===== src/rtl/uart_pkg.sv =====
// Shared types and constants for the boot-time UART program loader.
package uart_pkg;

  localparam int         WORD_BYTES    = 4;
  localparam logic [7:0] ACK_BYTE_DFLT = 8'hAA;
  localparam logic [7:0] NAK_BYTE_DFLT = 8'h55;

  typedef enum logic [3:0] {
    S_IDLE,
    S_RX_REQ,
    S_RX_WAIT,
    S_LEN_CHK,
    S_WRITE,
    S_TX_ACK,
    S_TX_WAIT_A,
    S_TX_SUM,
    S_TX_WAIT_S,
    S_TX_NAK,
    S_TX_WAIT_N,
    S_DONE,
    S_ERR
  } loader_state_t;

endpackage


===== src/rtl/ldr_word_asm.sv =====
// Little-endian byte-to-word assembler with a payload checksum accumulator.
// word is only meaningful in the cycle word_valid is high (it merges the 4th byte combinationally).
module ldr_word_asm
  import uart_pkg::*;
(
  input  logic        clk,
  input  logic        rstn,
  input  logic        clear,
  input  logic        valid,
  input  logic        sum_en,
  input  logic [7:0]  din,
  output logic [31:0] word,
  output logic        word_valid,
  output logic [7:0]  sum
);

  logic [23:0] acc;
  logic [1:0]  byte_cnt;

  always_ff @(posedge clk or negedge rstn) begin
    if (!rstn) begin
      acc      <= '0;
      byte_cnt <= '0;
      sum      <= '0;
    end else if (clear) begin
      acc      <= '0;
      byte_cnt <= '0;
      sum      <= '0;
    end else if (valid) begin
      case (byte_cnt)
        2'd0:    acc[7:0]   <= din;
        2'd1:    acc[15:8]  <= din;
        2'd2:    acc[23:16] <= din;
        default: ;
      endcase
      byte_cnt <= byte_cnt + 2'd1;
      if (sum_en) sum <= sum + din;
    end
  end

  assign word_valid = valid && (byte_cnt == 2'(WORD_BYTES - 1));
  assign word       = {din, acc};

endmodule


===== src/rtl/uart_loader.sv =====
// Boot loader: receives a 32-bit word count then that many words over UART into imem from address 0,
// then replies ACK + checksum, or NAK when the count exceeds imem capacity.
//
// state       | meaning
// ------------+-------------------------------------------------------------
// S_IDLE      | waiting for start after reset
// S_RX_REQ    | issue a receive request to uart_unit
// S_RX_WAIT   | wait for a received byte, feed it to the assembler
// S_LEN_CHK   | judge the received word count against capacity
// S_WRITE     | imem write strobe active, advance word index
// S_TX_ACK    | issue ACK byte send
// S_TX_WAIT_A | wait for ACK send to complete
// S_TX_SUM    | issue checksum byte send
// S_TX_WAIT_S | wait for checksum send to complete
// S_TX_NAK    | issue NAK byte send
// S_TX_WAIT_N | wait for NAK send to complete
// S_DONE      | load succeeded (load_done sticky), start reloads
// S_ERR       | length rejected (err sticky), start reloads
module uart_loader
  import uart_pkg::*;
#(
  parameter int         ADDR_W   = 14,
  parameter logic [7:0] ACK_BYTE = ACK_BYTE_DFLT,
  parameter logic [7:0] NAK_BYTE = NAK_BYTE_DFLT
) (
  input  logic              clk,
  input  logic              rstn,
  input  logic              start,
  output logic              uart_go,
  output logic              rors,
  output logic [7:0]        txdata,
  input  logic              uart_done,
  input  logic [7:0]        rxdata,
  output logic              imem_we,
  output logic [ADDR_W-1:0] imem_addr,
  output logic [31:0]       imem_wdata,
  output logic              busy,
  output logic              load_done,
  output logic              err
);

  // 33 bits so a full 2**ADDR_W capacity never truncates against the 32-bit length
  localparam logic [32:0] CAPACITY = 33'd1 << ADDR_W;

  loader_state_t     state;
  logic              len_phase;
  logic [31:0]       len;
  logic [ADDR_W-1:0] word_idx;

  logic        asm_clear;
  logic        asm_valid;
  logic        word_valid;
  logic [31:0] word;
  logic [7:0]  sum;

  assign asm_clear = start && (state inside {S_IDLE, S_DONE, S_ERR});
  assign asm_valid = uart_done && (state == S_RX_WAIT);

  ldr_word_asm u_asm (
    .clk        (clk),
    .rstn       (rstn),
    .clear      (asm_clear),
    .valid      (asm_valid),
    .sum_en     (!len_phase),
    .din        (rxdata),
    .word       (word),
    .word_valid (word_valid),
    .sum        (sum)
  );

  always_ff @(posedge clk or negedge rstn) begin
    if (!rstn) begin
      state      <= S_IDLE;
      len_phase  <= 1'b0;
      len        <= '0;
      word_idx   <= '0;
      uart_go    <= 1'b0;
      rors       <= 1'b0;
      txdata     <= '0;
      imem_we    <= 1'b0;
      imem_addr  <= '0;
      imem_wdata <= '0;
      busy       <= 1'b0;
      load_done  <= 1'b0;
      err        <= 1'b0;
    end else begin
      uart_go <= 1'b0;
      imem_we <= 1'b0;
      case (state)
        S_IDLE, S_DONE, S_ERR: begin
          if (start) begin
            state     <= S_RX_REQ;
            len_phase <= 1'b1;
            len       <= '0;
            word_idx  <= '0;
            busy      <= 1'b1;
            load_done <= 1'b0;
            err       <= 1'b0;
          end
        end
        S_RX_REQ: begin
          uart_go <= 1'b1;
          rors    <= 1'b0;
          state   <= S_RX_WAIT;
        end
        S_RX_WAIT: begin
          if (uart_done) begin
            if (word_valid && len_phase) begin
              len   <= word;
              state <= S_LEN_CHK;
            end else if (word_valid) begin
              // strobe lands the cycle after the 4th byte
              imem_we    <= 1'b1;
              imem_addr  <= word_idx;
              imem_wdata <= word;
              state      <= S_WRITE;
            end else begin
              state <= S_RX_REQ;
            end
          end
        end
        S_LEN_CHK: begin
          len_phase <= 1'b0;
          if ({1'b0, len} > CAPACITY) state <= S_TX_NAK;
          else if (len == '0)         state <= S_TX_ACK;
          else                        state <= S_RX_REQ;
        end
        S_WRITE: begin
          word_idx <= word_idx + ADDR_W'(1);
          if (32'(word_idx) == len - 32'd1) state <= S_TX_ACK;
          else                              state <= S_RX_REQ;
        end
        S_TX_ACK: begin
          uart_go <= 1'b1;
          rors    <= 1'b1;
          txdata  <= ACK_BYTE;
          state   <= S_TX_WAIT_A;
        end
        S_TX_WAIT_A: if (uart_done) state <= S_TX_SUM;
        S_TX_SUM: begin
          uart_go <= 1'b1;
          rors    <= 1'b1;
          txdata  <= sum;
          state   <= S_TX_WAIT_S;
        end
        S_TX_WAIT_S: begin
          if (uart_done) begin
            state     <= S_DONE;
            busy      <= 1'b0;
            load_done <= 1'b1;
          end
        end
        S_TX_NAK: begin
          uart_go <= 1'b1;
          rors    <= 1'b1;
          txdata  <= NAK_BYTE;
          state   <= S_TX_WAIT_N;
        end
        S_TX_WAIT_N: begin
          if (uart_done) begin
            state <= S_ERR;
            busy  <= 1'b0;
            err   <= 1'b1;
          end
        end
        default: state <= S_IDLE;
      endcase
    end
  end

endmodule


===== config.mk =====
export PLATFORM = sky130hd
export DESIGN_NAME = uart_loader
export DESIGN_NICKNAME = d
export VERILOG_FILES = /design/src/rtl/uart_pkg.sv /design/src/rtl/ldr_word_asm.sv /design/src/rtl/uart_loader.sv
export SDC_FILE = /design/constraint.sdc
export NUM_CORES = 1
export LEC_CHECK = 0
export CAP_MARGIN = 0
export CORE_AREA = 2 2 122 124
export DETAILED_ROUTE_END_ITERATION = 16
export DIE_AREA = 0 0 124 126
export PLACE_DENSITY = 0.71
export SLEW_MARGIN = 20
export SYNTH_ARGS = -nofsm -noshare
export SYNTH_HDL_FRONTEND = slang
export SYNTH_SLANG_ARGS = --single-unit

===== constraint.sdc =====
create_clock -name clk -period 3.3 [get_ports clk]
set_input_delay 0.66 -clock clk [delete_from_list [all_inputs] [get_ports clk]]
set_output_delay 0.66 -clock clk [all_outputs]
set_load 0.05 [all_outputs]

**Word-level counts from Yosys, hierarchy flattened**

Cells that the tools add are included.

- Register bits: 145
- Bits in latches: 0
- Bits in writable memories: 0
- Memory bits (read-only): 0
- Output and inout port bits: 60
- Memories: 0

- Add/subtract/negate cells: 4
- $mul: 0
- Divide/modulo/power cells: 0
- Magnitude comparators: 1
- Eq/ne operators: 24
- Shift-type cells: 0
- Muxes and demuxes: 42
- Bitwise logic cells: 1
- Reduce and logical (&&, ||, !) cells: 36

Operators with widths:

| operator | count |
|---|---|
| 2-to-1 mux 32 bit | 3 |
| case mux 32 bit (2 select lines) | 1 |
| 2-to-1 mux 24 bit | 2 |
| 2-to-1 mux 8 bit | 6 |
| case mux 4 bit (11 select lines) | 1 |
| equality test 14 x 32 -> 1 bit | 1 |
| > comparator 32 x 15 -> 1 bit, second input constant | 1 |
| zero test 32 bit | 1 |
| subtractor 32 x 1 -> 32 bit, second input constant | 1 |
| case mux 14 bit (2 select lines) | 1 |
| 2-to-1 mux 4 bit | 6 |
| case mux 8 bit (3 select lines) | 1 |
| nonzero test 2 bit | 11 |
| equality test 4 bit, second input constant | 5 |
| equality test 4 x 3 -> 1 bit, second input constant | 4 |
| adder 14 x 1 -> 14 bit, second input constant | 1 |
| 2-to-1 mux 14 bit | 1 |
| 2-to-1 mux 3 bit | 4 |
| AND reduction 2 bit | 6 |
| != test 2 bit, second input constant | 5 |
| case mux 1 bit (2 select lines) | 5 |
| 2-to-1 mux 1 bit | 9 |
| AND reduction 3 bit | 3 |
| adder 8 bit | 1 |
| other kinds (17) | 28 |

**Longest topological paths before layout**

- Word-level depth: 7
- Depth in mapped cells: 10
- Gate-level depth less buffers: 10

**Hierarchy**

From an unflattened synthesis, not the netlist that was laid out.

- Cell total of the unflattened synthesis: 758
- Area, all modules: 7235.7 um^2

Modules (own cells, without submodules):

| module | instances | cells each | area an instance (um^2) | seq. area each (um^2) |
|---|---|---|---|---|
| uart_loader | 1 | 557 | 5405.2 | 2777.7 |
| ldr_word_asm | 1 | 201 | 1830.5 | 850.8 |

**Least setup slack after synthesis**

No wires, ideal clock.

- Path kind: register to register
- Start: register len[3]
- End: register state[2]
- Data arrival time: 2495 ps
- Data required time: 3205 ps
- Slack: 709 ps
- Stages on the path, launching flop included: 8
- Period minus slack after synthesis: 2591 ps
- Cells stage by stage: dfrtp_1 -> nor4_4 -> nand2_1 -> xnor2_1 -> or3_1 -> a211o_1 -> or4_1 -> o31ai_1

- Cells in the longest elaborated chain, start to end: 4
- Elaborated cells on any way between the ends: 8

RTL lines:

| item | RTL line | RTL |
|---|---|---|
| start, declared | uart_loader.sv:47 | `logic [31:0] len;` |
| start signal, assigned | uart_loader.sv:109 | `len <= word;` |
| subtractor 32 x 1 -> 32 bit or zero test 32 bit (tied branches) | uart_loader.sv:130, uart_loader.sv:125 |  |
| equality test 14 x 32 -> 1 bit or 2-to-1 mux 3 bit (tied branches) | uart_loader.sv:130, uart_loader.sv:125 |  |
| 2-to-1 mux 3 bit or 2-to-1 mux 4 bit (tied branches) | uart_loader.sv:130, uart_loader.sv:124 |  |
| case mux 4 bit (11 select lines) (*) | uart_loader.sv:89 | `case (state)` |
| end signal, assigned | uart_loader.sv:92 | `state <= S_RX_REQ;` |
| end signal, assigned | uart_loader.sv:130 | `if (32'(word_idx) == len - 32'd1) state <= S_TX_ACK;` |
| end signal, assigned | uart_loader.sv:131 | `else state <= S_RX_REQ;` |
| end, declared | uart_loader.sv:45 | `loader_state_t state;` |

Mark *: on every way between the ends. The rest lies on a longest branch, timed or not.
A chain may end at the register's enable or synchronous reset.

**Worst setup path after layout**

- Start: register len[0]
- End: register state[2]

Same word-level chain as after synthesis.

==> metrics.md <==
| Metric | Value |
|---|---|
| Routed WL | `18.7 mm` |
| Top post-synthesis cells by area | `dfrtp_1 51%, mux2_2 7.6%, nand2_1 6.9%, o21ai_0 4.3%, nand3_1 3.8%` |
| Compound-Gate Fraction of Synth Area | `0.132` |
| Post-Route Skew | `0.0121 ns` |
| Final Slew Violations | `0` |
| Lkg Pwr | `3.89 nW` |
| GRT overflow | `0` |
| Most common cell after layout, fill and taps aside | `dfrtp_1` |
| Share of cells above drive strength 1 | `0.143` |
| Post-Synth XOR/XNOR Area | `0.0272` |
| Pwr Density | `between 900 and 1000 nW/um^2` |
| Final HPWL DP | `13.4 mm` |
| Synthesized flop and latch total | `145` |
| CTS tree | `built` |
| Post-Syn Instances | `724` |
| Crit. End Element | `flop` |
| Register area share after synthesis | `0.513` |
| FP Rows | `44` |
| Port Buffers | `71` |
| Max cap viols | `0` |
| DIE AREA | `15600 um^2` |
| Arrival time at the worst endpoint | `around 3.3 ns` |
| Post-CTS sizing | `0` |
| Clk root buf | `clkbuf_16` |
| Slew of the pin with the lowest slew margin | `~0.65 ns` |
| Starting DRC count in detailed routing | `435` |
| RSZ-0062 raised after global routing | `false` |
| Slew margin rel. | `0.568` |
| I/O pin count | `72` |
| Core Area | `14300 um^2` |
| Commonest non-fill, non-tap cells in the layout | `145 x dfrtp_1, 129 x nand2_1, 70 x clkdlybuf4s50_1` |
| Ant diodes | `0` |
| Drt pass-1 iters | `5` |
| Bufs on Longest Clock Path | `2` |
| Period utilization | `0.892` |
| CTS buffer count | `17` |
| Clock latency at the later pin of the worst-skew pair | `0.44 ns` |
| Syn avg cell area | `9.77 um^2` |
| Cts hold-fix bufs | `0` |
| GP Congestion | `0.881` |
| First-pass GRT wire length | `30.9 mm` |
| Number of synthesized flops with an enable pin | `0` |
| Post-Synth Adder-Cell Area | `0.0258` |
| Post-CTS setup buffers | `0` |
| Max Freq | `340 MHz` |
| Vias in the first global route | `about 5900` |
| Vias | `5857` |
| Post-layout nets | `826` |
| Share of the synthesized area in the top cell type | `0.513` |
| Antenna violations before repair | `0` |
| Netlist Area Pre-Place | `7070 um^2` |
| Residual DRC | `0` |
| Post-synth ARST share | `1.00` |
| Die span in y | `126 um` |
| Startpoint Class | `flop` |
| Critical R2R Launch | `len[0]` |
| Worst VDD drop | `roughly 0.43 mV` |
| Synth Area in Simple Gates | `0.189` |
| Critical path class | `flop to flop` |
| Horiz. Die Dim | `124 um` |
| Final hold vios | `0` |
| DR WL/cell | `18.8 um` |
| Reg2Reg Depth | `8` |
| Finished Core Util | `0.613` |
| Min-Delay Path Class | `input port to asynchronous set/reset pin` |
| CTS H-tree lvls | `4` |
| Reg2reg setup slack | `around 0.36 ns` |
| Total GRT Usage | `0.258` |
| Area growth syn-to-layout | `24.1%` |
| Req. time, crit path | `about 3.6 ns` |
| Capture point of the worst reg-to-reg path | `state[2]` |
| Synth warn | `0` |
| Status | `finished clean` |
| Initial core utilization | `0.494` |
| Top_reg_cell synth | `dfrtp_1` |
| Multiplexer share of the synthesized area | `0.0835` |
| Pin count of the biggest net entering global routing | `65` |
| Synth unique cells | `64` |
| Fin crit period | `2.94 ns` |
| Largest family of logic cells by synthesized area | `simple AND/OR/NAND/NOR gates` |
| Vias per cell | `approximately 5.9` |
| Worst-path fanout max | `7` |
| Endpoints failing setup | `0` |
| Area leader, netlist | `dfrtp_1` |
| Setup TNS | `0 ns` |
| Post-DRT Antenna Nets | `0` |
| Worst-path clk slew | `0.06 ns` |
| Clock Sinks | `145` |
| Syn_nets | `750` |
worst max-delay path, cell delays in order (launching register included):
cell and delay [ns]:
dfrtp_1 0.44, inv_1 0.08, ha_1 0.31, nand2_1 0.28, xnor2_1 0.23, or3_1 0.36, a211o_1 0.33, or4_1 0.55
o31ai_1 0.26
metal layers:
layer,vias to the layer above,GRT usage,wire [um]
met3,40,0.0553,1100
met5,-,0,0
met2,223,0.405,8960
met1,2867,0.345,7980
met4,0,0.114,663
li1,2727,-,-
worst max path at each step:
stage	from	end	depth (start not counted)
after floorplan	len[3]	state[2]	7
after detailed placement	rxdata[1]	u_asm.sum[7]	9
after global routing	len[0]	state[2]	8
final	len[0]	state[2]	8
after CTS	len[0]	state[2]	8
after global placement	rxdata[1]	u_asm.sum[7]	9
synth_stat cells (all sizes together) (3+ instances only):
library cell	instances
a21oi	45
a22oi	6
and2	4
and3	6
buf	5
clkbuf	33
dfrtp	145
ha	13
inv	15
mux2	48
mux2i	5
nand2	130
nand2b	6
nand3	54
nand4	3
nand4b	5
nor2	28
nor2b	5
nor3	13
nor4	7
o21ai	62
o22ai	7
o31ai	6
o32ai	3
or3	6
xnor2	16
xor2	6
cells by family (layout without fill, tap and decap cells):
group | after synthesis | after routing
DFF | 145 | 145
and+or+nand+nor | 278 | 278
buffers and inverters | 54 | 143
AOI/OAI and AO/OA | 158 | 158
xor gates and xnor gates | 22 | 22
muxes | 53 | 53
adders and majority gates | 14 | 14
per-stage QoR:
| stage | instances | setup slack, ns | hold slack [ns] | power [mW] | area [um^2] |
|---|---|---|---|---|---|
| final | 997 | 0.357 | 0.202 | 8.09 | 8780 |
| after floorplan | 724 | 0.709 | 0.364 | 4.82 | 7070 |
| after global routing | 997 | 0.230 | 0.229 | 8.58 | 8780 |
| after detailed placement | 965 | 0.0598 | 0.467 | 5.86 | 8100 |
| after global placement | 965 | 0.219 | 0.456 | 5.78 | 8100 |
| after CTS | 997 | 0.358 | 0.211 | 8.09 | 8780 |
power breakdown:
part | internal, mW | total (mW) | switching, mW
Combinational | 1.22 | 3.21 | 1.99
Clock | 1.44 | 2.20 | 0.764
Sequential | 2.17 | 2.68 | 0.504
flip-flops by register name (all words and copies together), names as in the netlist, 2 cells and up:
| signal | count |
|---|---|
| imem_wdata | 32 |
| txdata | 8 |
| state | 4 |
| u_asm.sum | 8 |
| u_asm.byte_cnt | 2 |
| word_idx | 14 |
| len | 32 |
| imem_addr | 14 |
| u_asm.acc | 24 |
cell type report:
type / count / area, um^2
fillers: 1192 / 5540
flip-flops and latches: 145 / 3630
multi-input cells: 525 / 3250
repair buffers: 95 / 930
clock buffers: 19 / 443
clock inverters: 13 / 233
well taps: 184 / 230
inverters: 16 / 60.1
No activity file was read; power rests on OpenSTA's default activity.
